[config.mk]
export PLATFORM = sky130hd
export DESIGN_NAME = instr_fetch_unit_flat
export DESIGN_NICKNAME = d
export VERILOG_FILES = /design/src/rtl/mips_pkg.sv /design/src/rtl/instr_fetch_unit_if.sv /design/src/rtl/pc_reg.sv /design/src/rtl/instr_fetch_unit.sv /design/src/flat_wrapper.sv
export SDC_FILE = /design/constraint.sdc
export NUM_CORES = 1
export LEC_CHECK = 0
export ABC_CLOCK_PERIOD_IN_PS = 10400
export CORE_MARGIN = 2
export CORE_UTILIZATION = 46
export DETAILED_ROUTE_END_ITERATION = 16
export GPL_TIMING_DRIVEN = 1
export PLACE_DENSITY = 0.8
export SETUP_SLACK_MARGIN = 0.05
export SLEW_MARGIN = 20
export SYNTH_ARGS = -nofsm -noshare
export SYNTH_HDL_FRONTEND = slang
export SYNTH_SLANG_ARGS = --single-unit
[constraint.sdc]
create_clock -name clk -period 10.4 [get_ports clk]
set_clock_uncertainty 0.1 [all_clocks]
set_input_delay 2.08 -clock clk [delete_from_list [all_inputs] [get_ports clk]]
set_output_delay 2.08 -clock clk [all_outputs]
set_load 0.05 [all_outputs]
[src/rtl/mips_pkg.sv]
// Shared definitions for the MIPS fetch stage: default widths, opcode
// encodings, FSM state encoding and the next-PC mux select.
package mips_pkg;

  localparam int          MIPS_PC_W         = 32;
  localparam logic [31:0] MIPS_HALT_OP      = 32'hFFFF_FFFF;
  localparam logic [31:0] MIPS_NOP          = 32'h0000_0000;
  localparam int          MIPS_DRAIN_CYCLES = 4;

  // Fetch-stage control state
  typedef enum logic [1:0] {
    ST_RUN    = 2'd0,
    ST_DRAIN  = 2'd1,
    ST_HALTED = 2'd2
  } fetch_state_e;

  // Next-PC selection
  typedef enum logic [1:0] {
    PC_HOLD   = 2'd0,
    PC_INC    = 2'd1,
    PC_TARGET = 2'd2
  } pc_sel_e;

endpackage

[src/rtl/instr_fetch_unit_if.sv]
// Instruction-memory read port between the fetch unit (master) and the
// synchronous instruction memory (slave).
interface instr_fetch_unit_if
  import mips_pkg::*;
#(
  parameter int PC_W = MIPS_PC_W
);

  logic [PC_W-1:0] imem_addr;
  logic            imem_en;
  logic [31:0]     imem_data;

  modport master (
    output imem_addr,
    output imem_en,
    input  imem_data
  );

  modport slave (
    input  imem_addr,
    input  imem_en,
    output imem_data
  );

endinterface

[src/rtl/pc_reg.sv]
// Program counter with its next-PC mux (hold / +4 / redirect target).
// The mux output doubles as the memory read address, so the word at the
// new PC is registered by the memory on the same edge the PC updates.
module pc_reg
  import mips_pkg::*;
#(
  parameter int PC_W = MIPS_PC_W
) (
  input  logic            clk,
  input  logic            rst,
  input  pc_sel_e         sel_i,
  input  logic [PC_W-1:0] target_i,
  output logic [PC_W-1:0] pc_o,
  output logic [PC_W-1:0] pc_plus4_o,
  output logic [PC_W-1:0] pc_next_o
);

  // Redirect targets are word aligned; the low two bits are dropped
  localparam logic [PC_W-1:0] WORD_MASK = ~PC_W'(3);

  logic [PC_W-1:0] pc_q;
  logic [PC_W-1:0] pc_d;

  // Sequential increment wraps modulo 2^PC_W
  assign pc_plus4_o = pc_q + PC_W'(4);

  // Next-PC mux; reset presents address 0 so word 0 is ready right after reset
  always_comb begin
    pc_d = pc_q;
    if (rst) begin
      pc_d = '0;
    end else begin
      case (sel_i)
        PC_INC:    pc_d = pc_plus4_o;
        PC_TARGET: pc_d = target_i & WORD_MASK;
        default:   pc_d = pc_q;
      endcase
    end
  end

  // PC register
  always_ff @(posedge clk) begin
    if (rst) begin
      pc_q <= '0;
    end else begin
      pc_q <= pc_d;
    end
  end

  assign pc_o      = pc_q;
  assign pc_next_o = pc_d;

endmodule

[src/rtl/instr_fetch_unit.sv]
// Instruction-fetch stage: owns the PC, drives the instruction-memory read
// port, fills the IF/ID register, squashes the wrong-path slot on an ID
// redirect and drains the pipeline after a HALT before reporting completion.
module instr_fetch_unit
  import mips_pkg::*;
#(
  parameter int          PC_W         = MIPS_PC_W,
  parameter logic [31:0] HALT_OP      = MIPS_HALT_OP,
  parameter logic [31:0] NOP          = MIPS_NOP,
  parameter int          DRAIN_CYCLES = MIPS_DRAIN_CYCLES
) (
  input  logic                clk,
  input  logic                rst,
  input  logic                i_enable,
  input  logic                i_stall,
  input  logic                i_taken,
  input  logic [PC_W-1:0]     i_jump_address,
  instr_fetch_unit_if.master  imem,
  output logic [PC_W-1:0]     o_pc,
  output logic [31:0]         o_ifid_instr,
  output logic [PC_W-1:0]     o_ifid_pc,
  output logic                o_ifid_valid,
  output logic                o_halted,
  output logic [31:0]         o_fetch_count
);

  localparam int                CNT_W      = (DRAIN_CYCLES > 1) ? $clog2(DRAIN_CYCLES) : 1;
  localparam logic [CNT_W-1:0] DRAIN_LAST = CNT_W'(DRAIN_CYCLES - 1);

  fetch_state_e    state_q, state_d;
  logic [CNT_W-1:0] drain_cnt_q, drain_cnt_d;

  logic [31:0]     ifid_instr_q, ifid_instr_d;
  logic [PC_W-1:0] ifid_pc_q, ifid_pc_d;
  logic            ifid_valid_q, ifid_valid_d;
  logic [31:0]     fetch_count_q, fetch_count_d;

  logic            adv;
  logic            is_halt;
  pc_sel_e         pc_sel;
  logic            fetch_load;
  logic            bubble_load;
  logic            halted;
  logic [PC_W-1:0] pc_cur;
  logic [PC_W-1:0] pc_plus4;
  logic [PC_W-1:0] pc_next;

  // The pipeline only moves when the debug unit allows it and ID is not stalled
  assign adv     = i_enable & ~i_stall;
  assign is_halt = (imem.imem_data == HALT_OP);

  pc_reg #(
    .PC_W (PC_W)
  ) u_pc_reg (
    .clk        (clk),
    .rst        (rst),
    .sel_i      (pc_sel),
    .target_i   (i_jump_address),
    .pc_o       (pc_cur),
    .pc_plus4_o (pc_plus4),
    .pc_next_o  (pc_next)
  );

  // FSM state and drain counter registers
  always_ff @(posedge clk) begin
    if (rst) begin
      state_q     <= ST_RUN;
      drain_cnt_q <= '0;
    end else begin
      state_q     <= state_d;
      drain_cnt_q <= drain_cnt_d;
    end
  end

  // Next state: HALT starts the drain, which ends after DRAIN_CYCLES advancing cycles
  always_comb begin
    state_d     = state_q;
    drain_cnt_d = drain_cnt_q;
    case (state_q)
      ST_RUN: begin
        if (adv && !i_taken && is_halt) begin
          state_d     = ST_DRAIN;
          drain_cnt_d = '0;
        end
      end
      ST_DRAIN: begin
        if (adv) begin
          if (drain_cnt_q == DRAIN_LAST) begin
            state_d = ST_HALTED;
          end else begin
            drain_cnt_d = drain_cnt_q + CNT_W'(1);
          end
        end
      end
      ST_HALTED: begin
        state_d = ST_HALTED;
      end
      default: begin
        state_d     = ST_RUN;
        drain_cnt_d = '0;
      end
    endcase
  end

  // Outputs per state: PC select, IF/ID load kind and the halted flag.
  // A redirect outranks HALT detection because the word in memory is wrong-path.
  always_comb begin
    pc_sel      = PC_HOLD;
    fetch_load  = 1'b0;
    bubble_load = 1'b0;
    halted      = 1'b0;
    case (state_q)
      ST_RUN: begin
        if (adv) begin
          if (i_taken) begin
            pc_sel      = PC_TARGET;
            bubble_load = 1'b1;
          end else begin
            fetch_load = 1'b1;
            pc_sel     = is_halt ? PC_HOLD : PC_INC;
          end
        end
      end
      ST_DRAIN: begin
        bubble_load = adv;
      end
      ST_HALTED: begin
        halted = 1'b1;
      end
      default: begin
        pc_sel = PC_HOLD;
      end
    endcase
  end

  // IF/ID and fetch-count next values: accept the fetched word or insert a bubble
  always_comb begin
    ifid_instr_d  = ifid_instr_q;
    ifid_pc_d     = ifid_pc_q;
    ifid_valid_d  = ifid_valid_q;
    fetch_count_d = fetch_count_q;
    if (fetch_load) begin
      ifid_instr_d  = imem.imem_data;
      ifid_pc_d     = pc_plus4;
      ifid_valid_d  = 1'b1;
      fetch_count_d = fetch_count_q + 32'd1;
    end else if (bubble_load) begin
      ifid_instr_d = NOP;
      ifid_pc_d    = '0;
      ifid_valid_d = 1'b0;
    end
  end

  // IF/ID pipeline register and accepted-instruction counter
  always_ff @(posedge clk) begin
    if (rst) begin
      ifid_instr_q  <= NOP;
      ifid_pc_q     <= '0;
      ifid_valid_q  <= 1'b0;
      fetch_count_q <= '0;
    end else begin
      ifid_instr_q  <= ifid_instr_d;
      ifid_pc_q     <= ifid_pc_d;
      ifid_valid_q  <= ifid_valid_d;
      fetch_count_q <= fetch_count_d;
    end
  end

  // Memory is always enabled so a held address simply re-reads the same word
  assign imem.imem_addr = pc_next;
  assign imem.imem_en   = 1'b1;

  assign o_pc          = pc_cur;
  assign o_ifid_instr  = ifid_instr_q;
  assign o_ifid_pc     = ifid_pc_q;
  assign o_ifid_valid  = ifid_valid_q;
  assign o_halted      = halted;
  assign o_fetch_count = fetch_count_q;

endmodule

[src/flat_wrapper.sv]
// flat-port wrapper written by rule: the top's interface ports become plain ports
module instr_fetch_unit_flat import mips_pkg::*;
#(
  parameter int          PC_W         = MIPS_PC_W,
  parameter logic [31:0] HALT_OP      = MIPS_HALT_OP,
  parameter logic [31:0] NOP          = MIPS_NOP,
  parameter int          DRAIN_CYCLES = MIPS_DRAIN_CYCLES
)
  (clk, rst, i_enable, i_stall, i_taken, i_jump_address, o_pc, o_ifid_instr, o_ifid_pc, o_ifid_valid, o_halted, o_fetch_count, imem_imem_addr, imem_imem_en, imem_imem_data);
  instr_fetch_unit_if #(.PC_W(PC_W)) imem_i ();
  input  logic clk;
  input  logic rst;
  input  logic i_enable;
  input  logic i_stall;
  input  logic i_taken;
  input  logic [PC_W-1:0] i_jump_address;
  output logic [PC_W-1:0] o_pc;
  output logic [31:0] o_ifid_instr;
  output logic [PC_W-1:0] o_ifid_pc;
  output logic o_ifid_valid;
  output logic o_halted;
  output logic [31:0] o_fetch_count;
  output wire logic [$bits(imem_i.imem_addr)-1:0] imem_imem_addr;
  output wire logic [$bits(imem_i.imem_en)-1:0] imem_imem_en;
  input wire logic [$bits(imem_i.imem_data)-1:0] imem_imem_data;
  assign imem_imem_addr = imem_i.imem_addr;
  assign imem_imem_en = imem_i.imem_en;
  assign imem_i.imem_data = imem_imem_data;
  instr_fetch_unit #(.PC_W(PC_W), .HALT_OP(HALT_OP), .NOP(NOP), .DRAIN_CYCLES(DRAIN_CYCLES)) u_core (.clk(clk), .rst(rst), .i_enable(i_enable), .i_stall(i_stall), .i_taken(i_taken), .i_jump_address(i_jump_address), .imem(imem_i), .o_pc(o_pc), .o_ifid_instr(o_ifid_instr), .o_ifid_pc(o_ifid_pc), .o_ifid_valid(o_ifid_valid), .o_halted(o_halted), .o_fetch_count(o_fetch_count));
endmodule
==> results.sh <==
export IMPL_final_area_um2=9340
export IMPL_powerDensity_nw_per_um2=140
export IMPL_cts_root_buffer="clkbuf_16"
export IMPL_period_share=0.816
export IMPL_die_w_um=122
export IMPL_die_height_um=122
export IMPL_wire_per_inst_um=17.5
export IMPL_cts_resized=0
export IMPL_grt_pass1_vias=6203
export IMPL_synth_edf_count=0
export IMPL_use_met1=0.328
export IMPL_cp_max_fo=20
export IMPL_crit_path_end_kind="primary output"
export IMPL_max_vdd_ir_drop_mv=0.0999
export IMPL_start_kind="input port"
export IMPL_synthDistinctLibCells=63
export IMPL_grt_usage=0.270
export IMPL_clk_path_buf_depth=2
export IMPL_grt_overflow=0
export IMPL_synth_area_per_cell_um2=8.31
export IMPL_reg2reg_depth=6
export IMPL_place_congestion=0.891
export IMPL_post_cts_setup_buffers=0
export IMPL_critPathLaunch="imem_imem_data[15]"
export IMPL_fin_ws_ns=1.91
export IMPL_synth_warnings=0
export IMPL_holdCritPathClass="reg2reg"
export IMPL_critPathKind="in2out"
export IMPL_dp_cells=1127
export IMPL_worstSetupEndpoint="imem_imem_addr[21]"
export IMPL_drive_gt1_frac=0.0532
export IMPL_antenna_found_initial=0
export IMPL_synth_main_ff_cell="dfxtp_1"
export IMPL_max_slew_worst_pin_slew_ns=1.04
export IMPL_use_met2=0.439
export IMPL_timing_hold_ws_ns=0.347
export IMPL_synth_cells=767
export IMPL_vias=6693
export IMPL_use_met3=0.0861
export IMPL_required_ns=8.22
export IMPL_grt_max_degree=80
export IMPL_die_area_um2=14800
export IMPL_io_pins=232
export IMPL_rsz0062_at_grt="no"
export IMPL_setup_violations=0
export IMPL_r2r_slack_ns=7.16
export IMPL_dp_hpwl_mm=13.9
export IMPL_drt_iter0_markers=643
export IMPL_power_leakage_nw=3.21
export IMPL_postCtsHoldBufs=0
export IMPL_dpl_cell_area_um2=8730
export IMPL_ys_seq_elements=133
export IMPL_drv_slew=0
export IMPL_fin_total_pwr_mw=1.31
export IMPL_r2r_start="u_core.state_q[0]$_SDFFE_PP0P_"
export IMPL_max_cap_viol_count=0
export IMPL_hold_violations=0
export IMPL_fp_row_count=43
export IMPL_synthArstFlopShare=0
export IMPL_cts_tree="built"
export IMPL_cts_inserted_buffers=17
export IMPL_clkSinkCount=133
export IMPL_via_per_inst=5.78
export IMPL_synth_area_top_cells="dfxtp_1 42%, nor2_1 6.4%, a22oi_1 6.1%"
export IMPL_nets=1043
export IMPL_grt_pass1_wl_mm=31.5
export IMPL_synth_most_common_cell="dfxtp_1"
export IMPL_syn_cell_area_um2=6380
export IMPL_cp_data_arrival_time_ns=6.31
export IMPL_core_area_um2=13700
export IMPL_place_ws_ns=1.96
export IMPL_clkTransAtPathRegs_ns=0.06
export IMPL_synth_area_leader_cell="dfxtp_1"
export IMPL_portBuffers=228
export IMPL_synth_common_cells="133 x dfxtp_1, 108 x nor2_1, 61 x nand2_1"
export IMPL_status="finished clean"
export IMPL_initial_core_util=0.465
export IMPL_synth_fp_nets=844
export IMPL_insertion_delay_ns=0.42
export IMPL_wl_mm=20.2
export IMPL_slew_headroom=0.307
export IMPL_syn_to_final_growth_pct=46.5
export IMPL_antenna_cells=0
export IMPL_fin_util=0.681
export IMPL_clock_fmax_mhz=118
export IMPL_h_tree_depth=4
export IMPL_worstReg2RegEnd="u_core.o_ifid_pc[31]$_SDFFE_PP0P_"
export IMPL_setup_tns_ns=0
export IMPL_yosysSeqAreaShare=0.418
export IMPL_drc=0
export IMPL_postRouteAntennaNets=0
export IMPL_fin_cells=1158
export IMPL_fin_crit_ns=8.49
export IMPL_firstDrtPassIters=5
export IMPL_synth_top_area_frac=0.418
export IMPL_grt_busiest_layer="met2"
## layout make-up
type	instances	area, um2
clock buffers	22	464
clock inverters	9	151
fillers	1165	4380
inverters	12	45.0
multi-input cells	567	3460
flip-flops and latches	133	2660
well taps	180	225
repair buffers	235	2330
## routing by layer
metal / vias to the layer above / part of all wire
met5: - / 0
met3: 34 / 0.090
met2: 282 / 0.47
met4: 0 / 0.025
met1: 3145 / 0.41
li1: 3232 / -
## layout by cell type (no fill, tap or decap), types with 5 or more instances in the layout
cell / instances
nand2_1: 61
a22oi_1: 52
inv_1: 12
nor4_1: 10
nor2_1: 108
mux2_2: 6
xor2_1: 24
a31oi_1: 6
ha_1: 8
o221ai_1: 8
nor3_1: 24
dfxtp_1: 133
xnor2_1: 16
nand3_1: 30
a221oi_1: 5
mux2i_1: 6
a21oi_1: 29
nor3b_1: 5
a222oi_1: 7
buf_4: 8
nand4_1: 31
or3_1: 16
clkdlybuf4s50_1: 227
o21ai_0: 38
o22ai_1: 8
clkbuf_16: 17
and3_1: 9
## registers in the layout, summed over array words and instances, names as in the netlist
register / count
u_core.drain_cnt_q: 2
u_core.o_fetch_count: 32
u_core.o_ifid_instr: 32
u_core.o_ifid_pc: 32
u_core.o_ifid_valid: 1
u_core.state_q: 2
u_core.u_pc_reg.pc_o: 32
## cell families (layout without fill, tap and decap cells)
| logic type | after synthesis | after routing | share of synthesized area |
|---|---|---|---|
| compound gates | 181 | 181 | 0.193 |
| xor+xnor | 40 | 40 | 0.0549 |
| fa+ha+maj | 8 | 8 | 0.0157 |
| buf+inv | 67 | 278 | 0.0416 |
| flops | 133 | 133 | 0.417 |
| mux | 12 | 12 | 0.0200 |
| other cells | 1 | 1 | 0.000588 |
| simple gates | 325 | 325 | 0.257 |
## power breakdown
part / switching [mW] / leakage [nW] / internal [mW]
registers: 0.00879 / 1.07 / 0.518
logic: 0.0947 / 1.83 / 0.0566
clock network: 0.220 / 0.300 / 0.412
## worst min path at each step
stage	slack, ns	from	cells after the start	endpoint
2_1_floorplan	0.35	u_core.state_q[1]$_SDFFE_PP0P_	2	u_core.state_q[1]$_SDFFE_PP0P_
3_3_place_gp	0.33	u_core.o_ifid_pc[14]$_SDFFE_PP0P_	2	u_core.o_ifid_pc[14]$_SDFFE_PP0P_
3_5_place_dp	0.34	u_core.o_ifid_pc[26]$_SDFFE_PP0P_	2	u_core.o_ifid_pc[26]$_SDFFE_PP0P_
4_1_cts	0.35	u_core.o_ifid_pc[26]$_SDFFE_PP0P_	2	u_core.o_ifid_pc[26]$_SDFFE_PP0P_
5_1_grt	0.38	u_core.o_ifid_pc[26]$_SDFFE_PP0P_	2	u_core.o_ifid_pc[26]$_SDFFE_PP0P_
6_report	0.35	u_core.o_ifid_pc[26]$_SDFFE_PP0P_	2	u_core.o_ifid_pc[26]$_SDFFE_PP0P_
## critical path: stages
cell,delay [ns]
clkdlybuf4s50_1,0.49
nand4_1,0.13
nor4_1,0.76
a21oi_1,0.22
inv_1,0.10
ha_1,0.46
nor2b_1,0.19
buf_4,0.29
a22oi_1,0.15
nor2b_1,0.17
a311oi_1,0.38
clkdlybuf4s50_1,0.88
Note: power is estimated with default switching activity, not from simulation.
